**src/rtl/segre_pkg.sv**
```systemverilog
// Shared types for the segre memory arbiter.
// Build option: SEGRE_MEM_ARB_RR_EN selects round-robin arbitration.
package segre_pkg;

  localparam int LINE_WIDTH = 128;

  typedef enum logic [1:0] {
    BYTE = 2'd0,
    HALF = 2'd1,
    WORD = 2'd2
  } memop_data_type_e;

  typedef enum logic [1:0] {
    IDLE = 2'd0,
    MEM  = 2'd1,
    RESP = 2'd2
  } arb_state_e;

  typedef enum logic [1:0] {
    NONE = 2'd0,
    IF   = 2'd1,
    LSU  = 2'd2
  } arb_owner_e;

endpackage

```
**src/rtl/segre_mem_arb_pick.sv**
```systemverilog
// Winner selection between IF and LSU requests.
// SEGRE_MEM_ARB_RR_EN: pointer-based round robin, else LSU priority.
module segre_mem_arb_pick
  import segre_pkg::*;
(
  input  logic if_req_i,
  input  logic lsu_req_i,
`ifdef SEGRE_MEM_ARB_RR_EN
  input  logic ptr_lsu_i,
`endif
  output logic gnt_if_o,
  output logic gnt_lsu_o
);

  always_comb begin
    gnt_if_o  = 1'b0;
    gnt_lsu_o = 1'b0;
`ifdef SEGRE_MEM_ARB_RR_EN
    if (if_req_i && lsu_req_i) begin
      gnt_lsu_o = ptr_lsu_i;
      gnt_if_o  = !ptr_lsu_i;
    end else begin
      gnt_lsu_o = lsu_req_i;
      gnt_if_o  = if_req_i;
    end
`else
    gnt_lsu_o = lsu_req_i;
    gnt_if_o  = if_req_i && !lsu_req_i;
`endif
  end

endmodule

```
**src/rtl/segre_mem_arbiter.sv**
```systemverilog
// Single memory port shared by instruction fetch and the LSU.
// SEGRE_MEM_ARB_RR_EN enables round-robin instead of LSU priority.
module segre_mem_arbiter
  import segre_pkg::*;
#(
  parameter int ADDR_WIDTH = 32,
  parameter int WORD_WIDTH = 32,
  parameter int LINE_WIDTH = segre_pkg::LINE_WIDTH
) (
  input  logic                  clk_i,
  input  logic                  rsn_i,
  input  logic                  if_rd_i,
  input  logic [ADDR_WIDTH-1:0] if_addr_i,
  output logic [LINE_WIDTH-1:0] if_line_o,
  output logic                  if_ready_o,
  input  logic                  lsu_rd_i,
  input  logic                  lsu_wr_i,
  input  logic [ADDR_WIDTH-1:0] lsu_addr_i,
  input  logic [WORD_WIDTH-1:0] lsu_data_i,
  input  logic [1:0]            lsu_data_type_i,
  output logic [LINE_WIDTH-1:0] lsu_line_o,
  output logic                  lsu_ready_o,
  output logic                  mem_rd_o,
  output logic                  mem_wr_o,
  output logic [ADDR_WIDTH-1:0] mem_addr_o,
  output logic [WORD_WIDTH-1:0] mem_wr_data_o,
  output logic [1:0]            mem_data_type_o,
  input  logic [LINE_WIDTH-1:0] mem_rd_data_i,
  input  logic                  mem_ready_i
);

  arb_state_e            state_q, state_d;
  arb_owner_e            owner_q, owner_d;
  logic [ADDR_WIDTH-1:0] addr_q, addr_d;
  logic [WORD_WIDTH-1:0] data_q, data_d;
  memop_data_type_e      type_q, type_d;
  logic                  wr_q, wr_d;
  logic [LINE_WIDTH-1:0] if_line_q, if_line_d;
  logic [LINE_WIDTH-1:0] lsu_line_q, lsu_line_d;
  logic                  gnt_if, gnt_lsu;
  logic                  lsu_req;

  assign lsu_req = lsu_rd_i || lsu_wr_i;

`ifdef SEGRE_MEM_ARB_RR_EN
  logic ptr_q, ptr_d;
`endif

  segre_mem_arb_pick u_pick (
    .if_req_i  (if_rd_i),
    .lsu_req_i (lsu_req),
`ifdef SEGRE_MEM_ARB_RR_EN
    .ptr_lsu_i (ptr_q),
`endif
    .gnt_if_o  (gnt_if),
    .gnt_lsu_o (gnt_lsu)
  );

  always_comb begin
    state_d    = state_q;
    owner_d    = owner_q;
    addr_d     = addr_q;
    data_d     = data_q;
    type_d     = type_q;
    wr_d       = wr_q;
    if_line_d  = if_line_q;
    lsu_line_d = lsu_line_q;
`ifdef SEGRE_MEM_ARB_RR_EN
    ptr_d      = ptr_q;
`endif
    unique case (state_q)
      IDLE: begin
        if (gnt_lsu) begin
          state_d = MEM;
          owner_d = LSU;
          addr_d  = lsu_addr_i;
          data_d  = lsu_data_i;
          type_d  = memop_data_type_e'(lsu_data_type_i);
          // rd and wr together resolve to a write
          wr_d    = lsu_wr_i;
`ifdef SEGRE_MEM_ARB_RR_EN
          ptr_d   = 1'b0;
`endif
        end else if (gnt_if) begin
          state_d = MEM;
          owner_d = IF;
          addr_d  = if_addr_i;
          data_d  = '0;
          type_d  = WORD;
          wr_d    = 1'b0;
`ifdef SEGRE_MEM_ARB_RR_EN
          ptr_d   = 1'b1;
`endif
        end
      end
      MEM: begin
        if (mem_ready_i) begin
          state_d = RESP;
          if (!wr_q && owner_q == LSU) lsu_line_d = mem_rd_data_i;
          if (!wr_q && owner_q == IF)  if_line_d  = mem_rd_data_i;
        end
      end
      RESP: begin
        state_d = IDLE;
        owner_d = NONE;
      end
      default: begin
        state_d = IDLE;
        owner_d = NONE;
      end
    endcase
  end

  always_ff @(posedge clk_i or negedge rsn_i) begin
    if (!rsn_i) begin
      state_q    <= IDLE;
      owner_q    <= NONE;
      addr_q     <= '0;
      data_q     <= '0;
      type_q     <= WORD;
      wr_q       <= 1'b0;
      if_line_q  <= '0;
      lsu_line_q <= '0;
    end else begin
      state_q    <= state_d;
      owner_q    <= owner_d;
      addr_q     <= addr_d;
      data_q     <= data_d;
      type_q     <= type_d;
      wr_q       <= wr_d;
      if_line_q  <= if_line_d;
      lsu_line_q <= lsu_line_d;
    end
  end

`ifdef SEGRE_MEM_ARB_RR_EN
  always_ff @(posedge clk_i or negedge rsn_i) begin
    if (!rsn_i) ptr_q <= 1'b1;
    else        ptr_q <= ptr_d;
  end
`endif

  assign mem_rd_o        = (state_q == MEM) && !wr_q;
  assign mem_wr_o        = (state_q == MEM) && wr_q;
  assign mem_addr_o      = addr_q;
  assign mem_wr_data_o   = data_q;
  assign mem_data_type_o = type_q;
  assign if_line_o       = if_line_q;
  assign lsu_line_o      = lsu_line_q;
  assign if_ready_o      = (state_q == RESP) && (owner_q == IF);
  assign lsu_ready_o     = (state_q == RESP) && (owner_q == LSU);

endmodule

```
**config.mk**
```make
export PLATFORM = sky130hd
export DESIGN_NAME = segre_mem_arbiter
export DESIGN_NICKNAME = d
export VERILOG_FILES = /design/src/rtl/segre_pkg.sv /design/src/rtl/segre_mem_arb_pick.sv /design/src/rtl/segre_mem_arbiter.sv
export SDC_FILE = /design/constraint.sdc
export NUM_CORES = 1
export LEC_CHECK = 0
export ABC_CLOCK_PERIOD_IN_PS = 3800
export BUFFER_PORTS_ARGS = -buffer_cell sky130_fd_sc_hd__buf_2
export CAP_MARGIN = 20
export CORE_AREA = 3 3 217 219
export CTS_BUF_LIST = sky130_fd_sc_hd__clkbuf_4
export DETAILED_ROUTE_END_ITERATION = 8
export DIE_AREA = 0 0 220 222
export PLACE_DENSITY = 0.57
export SETUP_SLACK_MARGIN = 0.4
export SKIP_LAST_GASP = 1
export SYNTH_ARGS = -nofsm -noshare
export SYNTH_HDL_FRONTEND = slang
export SYNTH_SLANG_ARGS = --single-unit
export TNS_END_PERCENT = 50
```
**constraint.sdc**
```tcl
create_clock -name clk_i -period 3.8 [get_ports clk_i]
set_input_delay 0 -clock clk_i [delete_from_list [all_inputs] [get_ports clk_i]]
set_output_delay 0 -clock clk_i [all_outputs]
set_load 0.02 [all_outputs]
```
==> run metrics, run 1 <==
#FFs+latches synth=between 300 and 400; Area after DPL=around 16000 sq um; die width=roughly 220 um; sequential area share after synthesis=around two thirds; # rows=78; Post-Syn Area=12600 sq um; cts hold-fix bufs=about 410; async set-reset flop share out of synthesis=100%; EDFF count, synth=0; I/O pins=about 560; Mapped Cells=approximately 750; Setup Buffers After CTS=0; top_reg_cell synth=dfrtp_1; CTS Root Buffer Type=clkbuf_4; HPWL after detailed placement=about 26000 um; post_cts resized=0; syn_area_per_cell=approximately 17 sq um; synth unique cells=26; Synth Net Count=981; outcome=did not finish; gpl congestion=between 0.8 and 0.9; IO Port Bufs=between 500 and 600; Die Y=about 220 um; # clock sinks=between 300 and 400; Initial Util=27.8%; H-tree Lvls=3; Err=[ERROR RSZ-0060] Max buffer count reached.; CTS buffer count=90; yosys warns=0; Max clock buf depth=3; Stop stage=4_1_cts
==> kinds of logic after synthesis <==
logic type | synth area share (%)
flip-flops | 64.9
multiplexers | 28.6
buffers and inverters | 3.10
AO/OA/AOI/OAI | 2.62
AND/OR/NAND/NOR | 0.764
==> per-stage QoR <==
stage                     setup slack (ns)  hold slack (ns)  instances  util [%]
after floorplan                       2.21           -0.296        749         -
after global placement                1.35           0.0952       1875      35.2
after detailed placement              1.30            0.107       1875      35.2
==> Yosys cell counts, drive strengths merged (4+ instances only) <==
cell type,count,area (sq um)
inv,4,15.0
mux2,320,3600
clkbuf,4,16.3
nor2,7,28.8
dfrtp,326,8160
a22o,34,298
buf,39,359
==> inputs of run 2 (changes only) <==
CORE_AREA = 3 3 216 218   (was 3 3 217 219)
CTS_BUF_LIST = unset   (was sky130_fd_sc_hd__clkbuf_4)
DIE_AREA = 0 0 219 221   (was 0 0 220 222)
PLACE_DENSITY = unset   (was 0.57)
PLACE_DENSITY_LB_ADDON = 0.15   (was unset)
SETUP_SLACK_MARGIN = unset   (was 0.4)
==> run 2 against run 1 <==
Against the previous run: the flow now finishes without violations; synthesized cell count unchanged; synthesized area unchanged.
==> run metrics, run 2 <==
RSZ-0062 raised after global routing=no; setup TNS=0 ns; Synth area leaders=dfrtp_1, mux2_2, a22o_1; most frequent cells in the layout=buf_2, dfrtp_1, mux2_2; number of global-route vias before repair=10100; pre-CTS setup slack=0.711 ns (-0.593 ns); commonest non-fill, non-tap cell in the layout=buf_2; Post-Route WL=38800 um; Max clock buf depth=3 (unchanged); sequential area share after synthesis=64.9% (unchanged); number of nets in the layout=~1800; Wirelength per Cell=17.9 um; min cycle time layout=between 2 and 3 ns; Worst-Skew Late Latency=between 0.5 and 0.6 ns; Yosys top cell by area=dfrtp_1; EDFF count, synth=0 (unchanged); Synth Net Count=981 (unchanged); diode count=0; syn_area_per_cell=16.8 sq um (unchanged); HPWL after detailed placement=27300 um (+3.4%); Max Cap Viol=0; CP most frequent cell=buf_4; drt pass-1 iters=4; outcome=finished, final reports clean; WP data arrival=between 3 and 4 ns; # setup viols final=0; Post-Syn Area=12600 sq um (unchanged); Commonest cells post-synth=dfrtp_1, mux2_2, a22o_1, buf_6, buf_2; Yosys top cell area share=64.7% (unchanged); Slew Viols, Final=0; # clock sinks=327 (unchanged); Die ar.=just under 50000 sq um; IO Port Bufs=557 (unchanged); share of cells above drive strength 1=60.4%; Initial Util=28.0% (+0.12 points); Die Y=221 um (-0.45%); most frequent cell after synthesis=dfrtp_1; crit start category=flop; I/O pins=558 (unchanged); DR iter-0 viols=364; CTS Root Buffer Type=clkbuf_16; crit share post-route=roughly 79%; synth unique cells=26 (unchanged); GRT Util Overall=between 10% and 20%; largest net degree at the start of global routing=between 100 and 150; post_cts resized=0 (unchanged); CTS buffer count=38 (-58%); core area=45100 sq um; # DRC=0; Crit Path Max Fanout=65; CTS clk-pin slew, worst paths=around 0.060 ns; TritonCTS clock tree=yes; GR Overflow Total=0; async set-reset flop share out of synthesis=100% (unchanged); H-tree Lvls=2 (-1); hold_ws=0.0862 ns; CP Capture Type=flop; slowest CP cell=buf_4; max frequency=about 0.33 GHz; # rows=78 (unchanged); Final Hold Violating Endpoints=0; top_reg_cell synth=dfrtp_1; yosys warns=0 (unchanged); synthesis-to-finish area growth=54.5%; first-pass GRT wire length=about 59000 um; Mapped Cells=749 (unchanged); #FFs+latches synth=327 (unchanged); slowest stage delay, CP=a little over 0.8 ns; measured slew at the worst slew-check pin=about 1.0 ns; Req. time, crit path=4.21 ns; setup ws final=0.814 ns; post-route ant nets=0; vias=~9200; worst min-delay path class=in -> reg; pwr dens=811 nW/um^2; antenna violations before repair=0; Max IR drop VDD=0.409 mV; headroom to the max-slew limit=approximately a third; Setup Buffers After CTS=0 (unchanged); Setup CP Type=reg -> reg; gpl congestion=0.755 (-7.1%); clock skew=0.00879 ns; cts hold-fix bufs=230 (-43%); die width=219 um (-0.45%); crit path cell chain=and4bb_1 > nand3_4 > buf_4 > buf_4 > mux2_2; Leak Pwr=9.81 nW; vias per inst=between 4 and 5
## run 2: path summary, 6_finish.rpt
kind,start,cells after the start,slack [ns],to
setup / recovery,state_q[0],5,0.81,if_line_o[126]
hold / removal,lsu_rd_i,4,0.09,owner_q[0]
setup reg to reg,state_q[0],5,0.81,if_line_o[126]
hold reg to reg,mem_data_type_o[1],2,0.46,mem_data_type_o[1]
max in group asynchronous,rsn_i,3,2.70,mem_addr_o[5]
min in group asynchronous,rsn_i,2,0.13,lsu_line_o[59]
## run 2: stage by stage
stage / utilization [%] / std cells / area [sq um] / total power, mW
2_1_floorplan: - / 749 / 12600 / 9.67
3_3_place_gp: 35.4 / 1876 / 16000 / 12.1
3_5_place_dp: 35.4 / 1876 / 16000 / 12.2
4_1_cts: 43.2 / 2170 / 19500 / 16.1
5_1_grt: 43.2 / 2170 / 19500 / 16.7
6_report: 43.2 / 2170 / 19500 / 15.8
## run 2: cell families (layout without fill, tap and decap cells)
family,count (synthesis),count (layout),share of synthesized area [%]
flip-flops,327,327,64.9
multiplexers,320,320,28.6
AND/OR/NAND/NOR,16,16,0.764
AO/OA/AOI/OAI,39,39,2.62
buffers and inverters,47,868,3.10
## run 2: layout make-up
class	count	area, sq um
Timing Repair Buffer	800	5250
Tap cell	600	751
Inverter	4	15.0
Clock inverter	8	90.1
Multi-Input combinational cell	375	4070
Fill cell	4252	25600
Sequential cell	327	8180
Clock buffer	56	1120
## run 2: power by group
part           internal [mW]  switching [mW]
Clock                   2.17            1.40
Combinational           2.71            3.76
Sequential              5.02           0.742
## run 2: worst max-delay path: cells and delay by family, from the launching register on
family        cells  cell delay, ns
buf+inv           2            1.46
flops             1            0.48
simple gates      2            0.39
mux               1            0.42
## run 2: per-layer routing
layer / global-route usage, % / routed length (um) / vias up
met3: 4.89 / 3110 / 60
met5: 0 / 0 / -
met4: 5.06 / 1130 / 0
li1: - / - / 4285
met2: 27.9 / 19700 / 356
met1: 17.7 / 14900 / 4523
No activity file was read; power rests on OpenSTA's default activity.
==> inputs of run 3 (changes only) <==
ABC_AREA = 1   (was unset)
ABC_CLOCK_PERIOD_IN_PS = 2800   (was 3800)
CORE_AREA = unset   (was 3 3 216 218)
CORE_MARGIN = 3   (was unset)
CORE_UTILIZATION = 30   (was unset)
DIE_AREA = unset   (was 0 0 219 221)
clock period = 2.8 ns   (was 3.8 ns; I/O delays follow)
==> run 3 against run 2 <==
Against the previous run: routed wire length rose by 23%; die area is 4.8% lower; synthesized area increased by 3.7%; sequential share of layout area shrank 0.61 points; power up 39%; worst hold slack lost 0.066 ns; final cell count rose by 33%; global-route usage grew 4.8 points; worst setup slack got worse by 0.15 ns; critical path type is now in -> reg; critical endpoint is now mem_addr_o[23].
==> run metrics, run 3 <==
Filler Cells Inserted=4234 (-0.42%); Die ar.=46100 sq um (-4.8%); post_cts resized=0 (unchanged); sequential area share after synthesis=62.6% (-2.3 points); vias=12500 (+35%); # rows=75 (-3.8%); TritonCTS clock tree=yes; Yosys top cell area share=62.4% (-2.3 points); GRT Util Overall=20.5% (+4.8 points); Post-Syn Area=13100 sq um (+3.7%); most frequent cell after synthesis=nand2_1; synthesis-to-finish area growth=51.3%; measured slew at the worst slew-check pin=0.863 ns (-0.135 ns); most frequent cells in the layout=nand2_1, buf_2, dfrtp_1; Synth Area in XOR/XNOR=0% (unchanged); top_reg_cell synth=dfrtp_1; I/O pins=558 (unchanged); Yosys top cell by area=dfrtp_1; HPWL after detailed placement=32700 um (+20%); EDFF count, synth=0 (unchanged); Setup Buffers After CTS=0 (unchanged); antenna violations before repair=1 (+1); slowest CP cell=nand2_2; crit path cell chain=dlygate4sd3_1 > buf_2 > inv_1 > nand2_2 > buf_4 > nand2_1 > nand2_1 > dlygate4sd3_1 > nand2_1 > nand2_1; number of nets in the layout=2510 (+41%); headroom to the max-slew limit=42.3% (+8.9 points); Post-Route WL=47600 um (+23%); DR iter-0 viols=762 (+110%); Synth area leaders=dfrtp_1, nand2_1, buf_6; setup ws final=0.668 ns (-0.146 ns); # DRC=0 (unchanged); # clock sinks=327 (unchanged); #FFs+latches synth=327 (unchanged); reg2reg start=state_q[1]; adder-cell share of the synthesized area=0% (unchanged); number of global-route vias before repair=13100 (+30%); CTS buffer count=39 (+2.6%); Die Y=215 um (-2.9%); post-route ant nets=0 (unchanged); slowest stage delay, CP=0.63 ns (-0.18 ns); largest net degree at the start of global routing=129 (+17%); H-tree Lvls=2 (unchanged); CTS clk-pin slew, worst paths=0.06 ns (about the same); crit path buf inv count=5 (+3); Worst path top cell family by delay=buffers and inverters; async set-reset flop share out of synthesis=100% (unchanged); vias per inst=4.34 (+2.0%); Area after DPL=16200 sq um (+1.5%); share of cells above drive strength 1=27.9% (-33 points); first-pass GRT wire length=75300 um (+27%); Worst-Skew Late Latency=0.54 ns (about the same); crit share post-route=roughly three quarters; Slew Viols, Final=0 (unchanged); min cycle time layout=2.13 ns; die width=215 um (-2.0%); yosys warns=0 (unchanged); drt pass-1 iters=5 (+1); mux contribution to synthesized area=0% (-29 points); Max clock buf depth=3 (unchanged); Setup CP Type=in -> reg; register area=8180 sq um (unchanged); core area=42500 sq um (-5.7%); synth unique cells=15 (-42%); RSZ-0062 raised after global routing=no; Max IR drop VDD=0.746 mV (+82%); max frequency=0.469 GHz; clock skew=0.0177 ns (+0.00887 ns); pwr dens=1110 nW/um^2 (+37%); crit start category=primary input; worst min-delay path class=in -> async; setup TNS=0 ns (unchanged); CTS Root Buffer Type=clkbuf_16; pre-CTS setup slack=1.03 ns (+0.316 ns); Synth Net Count=1743 (+78%); Commonest cells post-synth=nand2_1, dfrtp_1, buf_6, nand3_1, buf_2; CP most frequent cell=nand2_1; Max Cap Viol=0 (unchanged); syn_area_per_cell=8.65 sq um (-49%); gpl congestion=0.826 (+9.4%); WP data arrival=2.60 ns (-0.80 ns); Initial Util=30.7% (+2.8 points); post-route cell area=19800 sq um (+1.5%); reg2reg end=if_line_o[5]; # setup viols final=0 (unchanged); IO Port Bufs=557 (unchanged); Final Hold Violating Endpoints=0 (unchanged); Mapped Cells=1511 (+100%); Leak Pwr=11.5 nW (+17%); Synth Area in Compound Gates=0.182% (-2.4 points); reg2reg setup slack=0.96 ns (+0.15 ns); GR Overflow Total=0 (unchanged); main combinational cell family by area after synthesis=simple AND/OR/NAND/NOR gates; Crit Path Max Fanout=46 (-29%); outcome=finished, final reports clean; Multi-input gate area=4210 sq um (+3.5%); simple-gate portion of the synthesized area=31.8% (+31 points); Wirelength per Cell=16.5 um (-7.5%); commonest non-fill, non-tap cell in the layout=nand2_1; cell count of the worst reg-to-reg path=6 (+1); CP Capture Type=flop; Req. time, crit path=3.27 ns (-0.94 ns)
run 3: cell types whose count changed in the layout (fill, tap and decap cells not counted), sizes merged, moves of 2 or more:
| cell | previous run | this run |
|---|---|---|
| nand3 | 1 | 37 |
| mux2 | 320 | 0 |
| nand2 | 0 | 1044 |
| clkbuf | 56 | 58 |
| clkinv | 6 | 2 |
| inv | 4 | 10 |
| a22o | 34 | 0 |
| o21ai | 1 | 3 |
| buf | 570 | 575 |
run 3: layout make-up:
type,count,share of cell area (%)
Sequential cell,327,41.4
Timing Repair Buffer,805,27.1
Multi-Input combinational cell,1095,21.3
Clock buffer,58,5.97
Tap cell,577,3.65
Clock inverter,5,0.411
Inverter,10,0.190
Antenna cell,1,0.0127
run 3: power breakdown:
| group | leakage, nW | total [mW] | internal [mW] | switching [mW] |
|---|---|---|---|---|
| sequential | 4.19 | 8.07 | 6.86 | 1.21 |
| combinational | 6.67 | 8.89 | 2.82 | 6.07 |
| clock | 0.616 | 5.02 | 3.07 | 1.95 |
run 3: timing repair:
action / CTS / global route
hold endpoints to repair: 631 / 0
endpoints found under the setup margin: 0 / 0
hold buffers: 230 / 0
run 3: cells by family (layout without fill, tap and decap cells):
group                  count (synthesis)  after routing
other                                  0              1
DFF                                  327            327
buffers and inverters                 89            878
and+or+nand+nor                     1091           1091
AOI/OAI and AO/OA                      4              4
run 3: routing by layer:
metal	share of wire [%]	vias up	routed length, um	GRT usage, %
met5	0	-	0	0
met4	2.9	0	1390	6.65
met3	6.9	73	3270	5.61
met2	49	443	23400	35.4
met1	41	5891	19600	24.7
li1	-	6077	-	-
run 3: stage by stage:
step                      util (%)  hold WS [ns]  std cells  power (mW)
after floorplan                  -        -0.296       1511        13.1
after global placement        38.1        0.0127       2584        16.8
after detailed placement      38.1       0.00698       2584        16.9
after CTS                     46.5        0.0147       2877        22.3
after global routing          46.5        0.0472       2878        23.5
final                         46.5        0.0206       2878        22.0
run 3: worst max path at each step:
stage                     endpoint  slack [ns]  startpoint  cells after the start
floorplan           if_line_o[107]        1.59  state_q[1]                      8
CTS                 mem_addr_o[31]        0.66    lsu_wr_i                     10
global route        mem_addr_o[28]        0.46    lsu_wr_i                     10
finish              mem_addr_o[23]        0.67    lsu_wr_i                     10
detailed placement    if_line_o[3]        1.03  state_q[1]                      7
global placement      if_line_o[5]        1.07  state_q[1]                      6
==> inputs of run 4 (changes only) <==
ABC_AREA = 0   (was 1)
ABC_CLOCK_PERIOD_IN_PS = 2170   (was 2800)
CORE_AREA = 3 3 216 218   (was unset)
CORE_MARGIN = unset   (was 3)
CORE_UTILIZATION = unset   (was 30)
DIE_AREA = 0 0 219 221   (was unset)
clock period = 2.17 ns   (was 2.8 ns; I/O delays follow)
==> run 4 against run 3 <==
Against the previous run: combinational power up 29%; critical path type unchanged; worst setup slack worse by 0.62 ns; power increased by 25%; highest routed layer unchanged; cell area down 0.49%; non-clock buffer count up 14.
==> run metrics, run 4 (synthesized netlist as in run 2, its figures left out) <==
outcome=finished, final reports clean; Initial Util=28.0% (-2.8 points); first-pass GRT wire length=60700 um (-19%); Slew Viols, Final=0 (unchanged); CTS clk-pin slew, worst paths=0.06 ns (about the same); crit share post-route=a little over nine tenths; slowest CP cell=dlygate4sd3_1; post-layout util=43.6% (-2.9 points); DR top layer=met4; Die ar.=48400 sq um (+5.0%); clock skew=0.0183 ns (+0.000686 ns); slowest stage delay, CP=0.57 ns (-0.06 ns); Final Instance Count excl. Fillers=2189 (-24%); max frequency=about 0.47 GHz; register area=8180 sq um (unchanged); IO Port Bufs=557 (unchanged); WP data arrival=2.53 ns (-0.07 ns); number of global-route vias before repair=10300 (-21%); Die Y=221 um (+2.9%); Multi-input gate area=4070 sq um (-3.4%); most frequent cells in the layout=buf_2, dfrtp_1, mux2_2; die width=219 um (+2.0%); Post-Route WL=39800 um (-16%); met2 WL post-DR=19800 um (-15%); post_cts resized=0 (unchanged); DR iter-0 viols=309 (-59%); CTS buffer count=38 (-2.6%); Max clock buf depth=3 (unchanged); Max IR drop VDD=0.991 mV (+33%); drt pass-1 iters=4 (-1); commonest non-fill, non-tap cell in the layout=buf_2; measured slew at the worst slew-check pin=0.861 ns (-0.00173 ns); headroom to the max-slew limit=42.6% (+0.32 points); vias=9435 (-24%); diode count=0 (-1); share of cells above drive strength 1=60.6% (+33 points); # DRC=0 (unchanged); H-tree Lvls=2 (unchanged); RSZ-0062 raised after global routing=no; worst min-delay path class=in -> async; Max Cap Viol=0 (unchanged); # clock sinks=327 (unchanged); GRT Util Overall=16.1% (-4.4 points); I/O pins=558 (unchanged); gpl congestion=0.769 (-6.9%); Setup Buffers After CTS=0 (unchanged); Filler Cells Inserted=4267 (+0.78%); number of nets in the layout=1797 (-28%); CTS Root Buffer Type=clkbuf_16; min cycle time layout=between 2 and 2.5 ns; met3 WL post-DR=3130 um (-4.1%); Final Hold Violating Endpoints=0 (unchanged); vias per inst=4.31 (-0.64%); # rows=78 (+4.0%); GR Overflow Total=0 (unchanged); M1 wire length=15600 um (-20%); # setup viols final=0 (unchanged); CP Capture Type=flop; pwr dens=1400 nW/um^2 (+26%); Leak Pwr=9.91 nW (-14%); crit path cell chain=dlygate4sd3_1 > buf_2 > nor2_4 > buf_12 > mux2_2 > dlygate4sd3_1 > mux2_2; post-route ant nets=0 (unchanged); # placed instances=1892 (-27%); antenna violations before repair=0 (-1); HPWL after detailed placement=28800 um (-12%); Worst-Skew Late Latency=0.53 ns (about the same); setup TNS=0 ns (unchanged); crit start category=primary input; Setup CP Type=in -> reg; Req. time, crit path=2.58 ns (-0.69 ns); synthesis-to-finish area growth=56.0%; core area=45100 sq um (+6.1%); Wirelength per Cell=18.2 um (+9.8%); largest net degree at the start of global routing=64 (-50%); TritonCTS clock tree=yes; Crit Path Max Fanout=26 (-43%)
==> run 4: cell types whose count changed in the layout (fill, tap and decap cells not counted), sizes merged, moves of 4 or more <==
cell   previous run  this run
nand3            37         1
inv              10         6
mux2              0       320
buf             575       586
nand2          1044         0
a22o              0        34
==> run 4: through the flow <==
step	cell area (sq um)	worst slack [ns]	hold slack, ns	power (mW)
2_1_floorplan	12600	0.583	-0.296	16.9
3_3_place_gp	16200	0.304	0.0101	21.3
3_5_place_dp	16200	0.270	0.00881	21.4
4_1_cts	19700	0.0804	0.0173	28.0
5_1_grt	19700	0.0193	0.0402	29.1
6_report	19700	0.0486	0.0103	27.6
==> run 4: final timing paths <==
kind	from	depth (start not counted)	slack, ns	end
worst max-delay path	lsu_wr_i	7	0.05	mem_addr_o[10]
worst min-delay path	rsn_i	2	0.01	if_line_o[123]
worst max register to register	state_q[0]	5	0.22	wr_q
worst min register to register	if_line_o[49]	1	0.49	if_line_o[49]
max in group asynchronous	rsn_i	3	1.31	lsu_line_o[20]
min in group clk_i	lsu_rd_i	3	0.10	mem_addr_o[29]
==> run 4: final cells by class <==
type,count,area share [%]
Multi-Input combinational cell,375,20.7
Timing Repair Buffer,819,28.0
Sequential cell,327,41.6
Inverter,4,0.0763
Clock buffer,58,5.68
Tap cell,600,3.82
Clock inverter,6,0.191
==> run 4: critical path: cells and delay by family <==
kind / cells / cell delay [ns]
simple gates: 1 / 0.36
buf+inv: 4 / 1.54
mux: 2 / 0.62
==> run 4: routing by layer <==
| metal | up-vias | track usage (%) |
|---|---|---|
| li1 | 4317 | - |
| met1 | 4665 | 18.6 |
| met2 | 381 | 28.0 |
| met3 | 72 | 5.01 |
| met4 | 0 | 5.62 |
| met5 | - | 0 |
==> run 4: repair_timing <==
item | 4_1_cts | 5_1_grt
endpoints found under the hold margin | 615 | 0
setup endpoints to repair | 0 | 0
hold buffers | 233 | 0
==> run 4: power breakdown <==
part           leakage, nW  switching [mW]  internal [mW]  total (mW)
clock                0.570            2.45           3.54        5.99
combinational         5.26            6.61           4.87        11.5
sequential            4.08            1.29           8.79        10.1
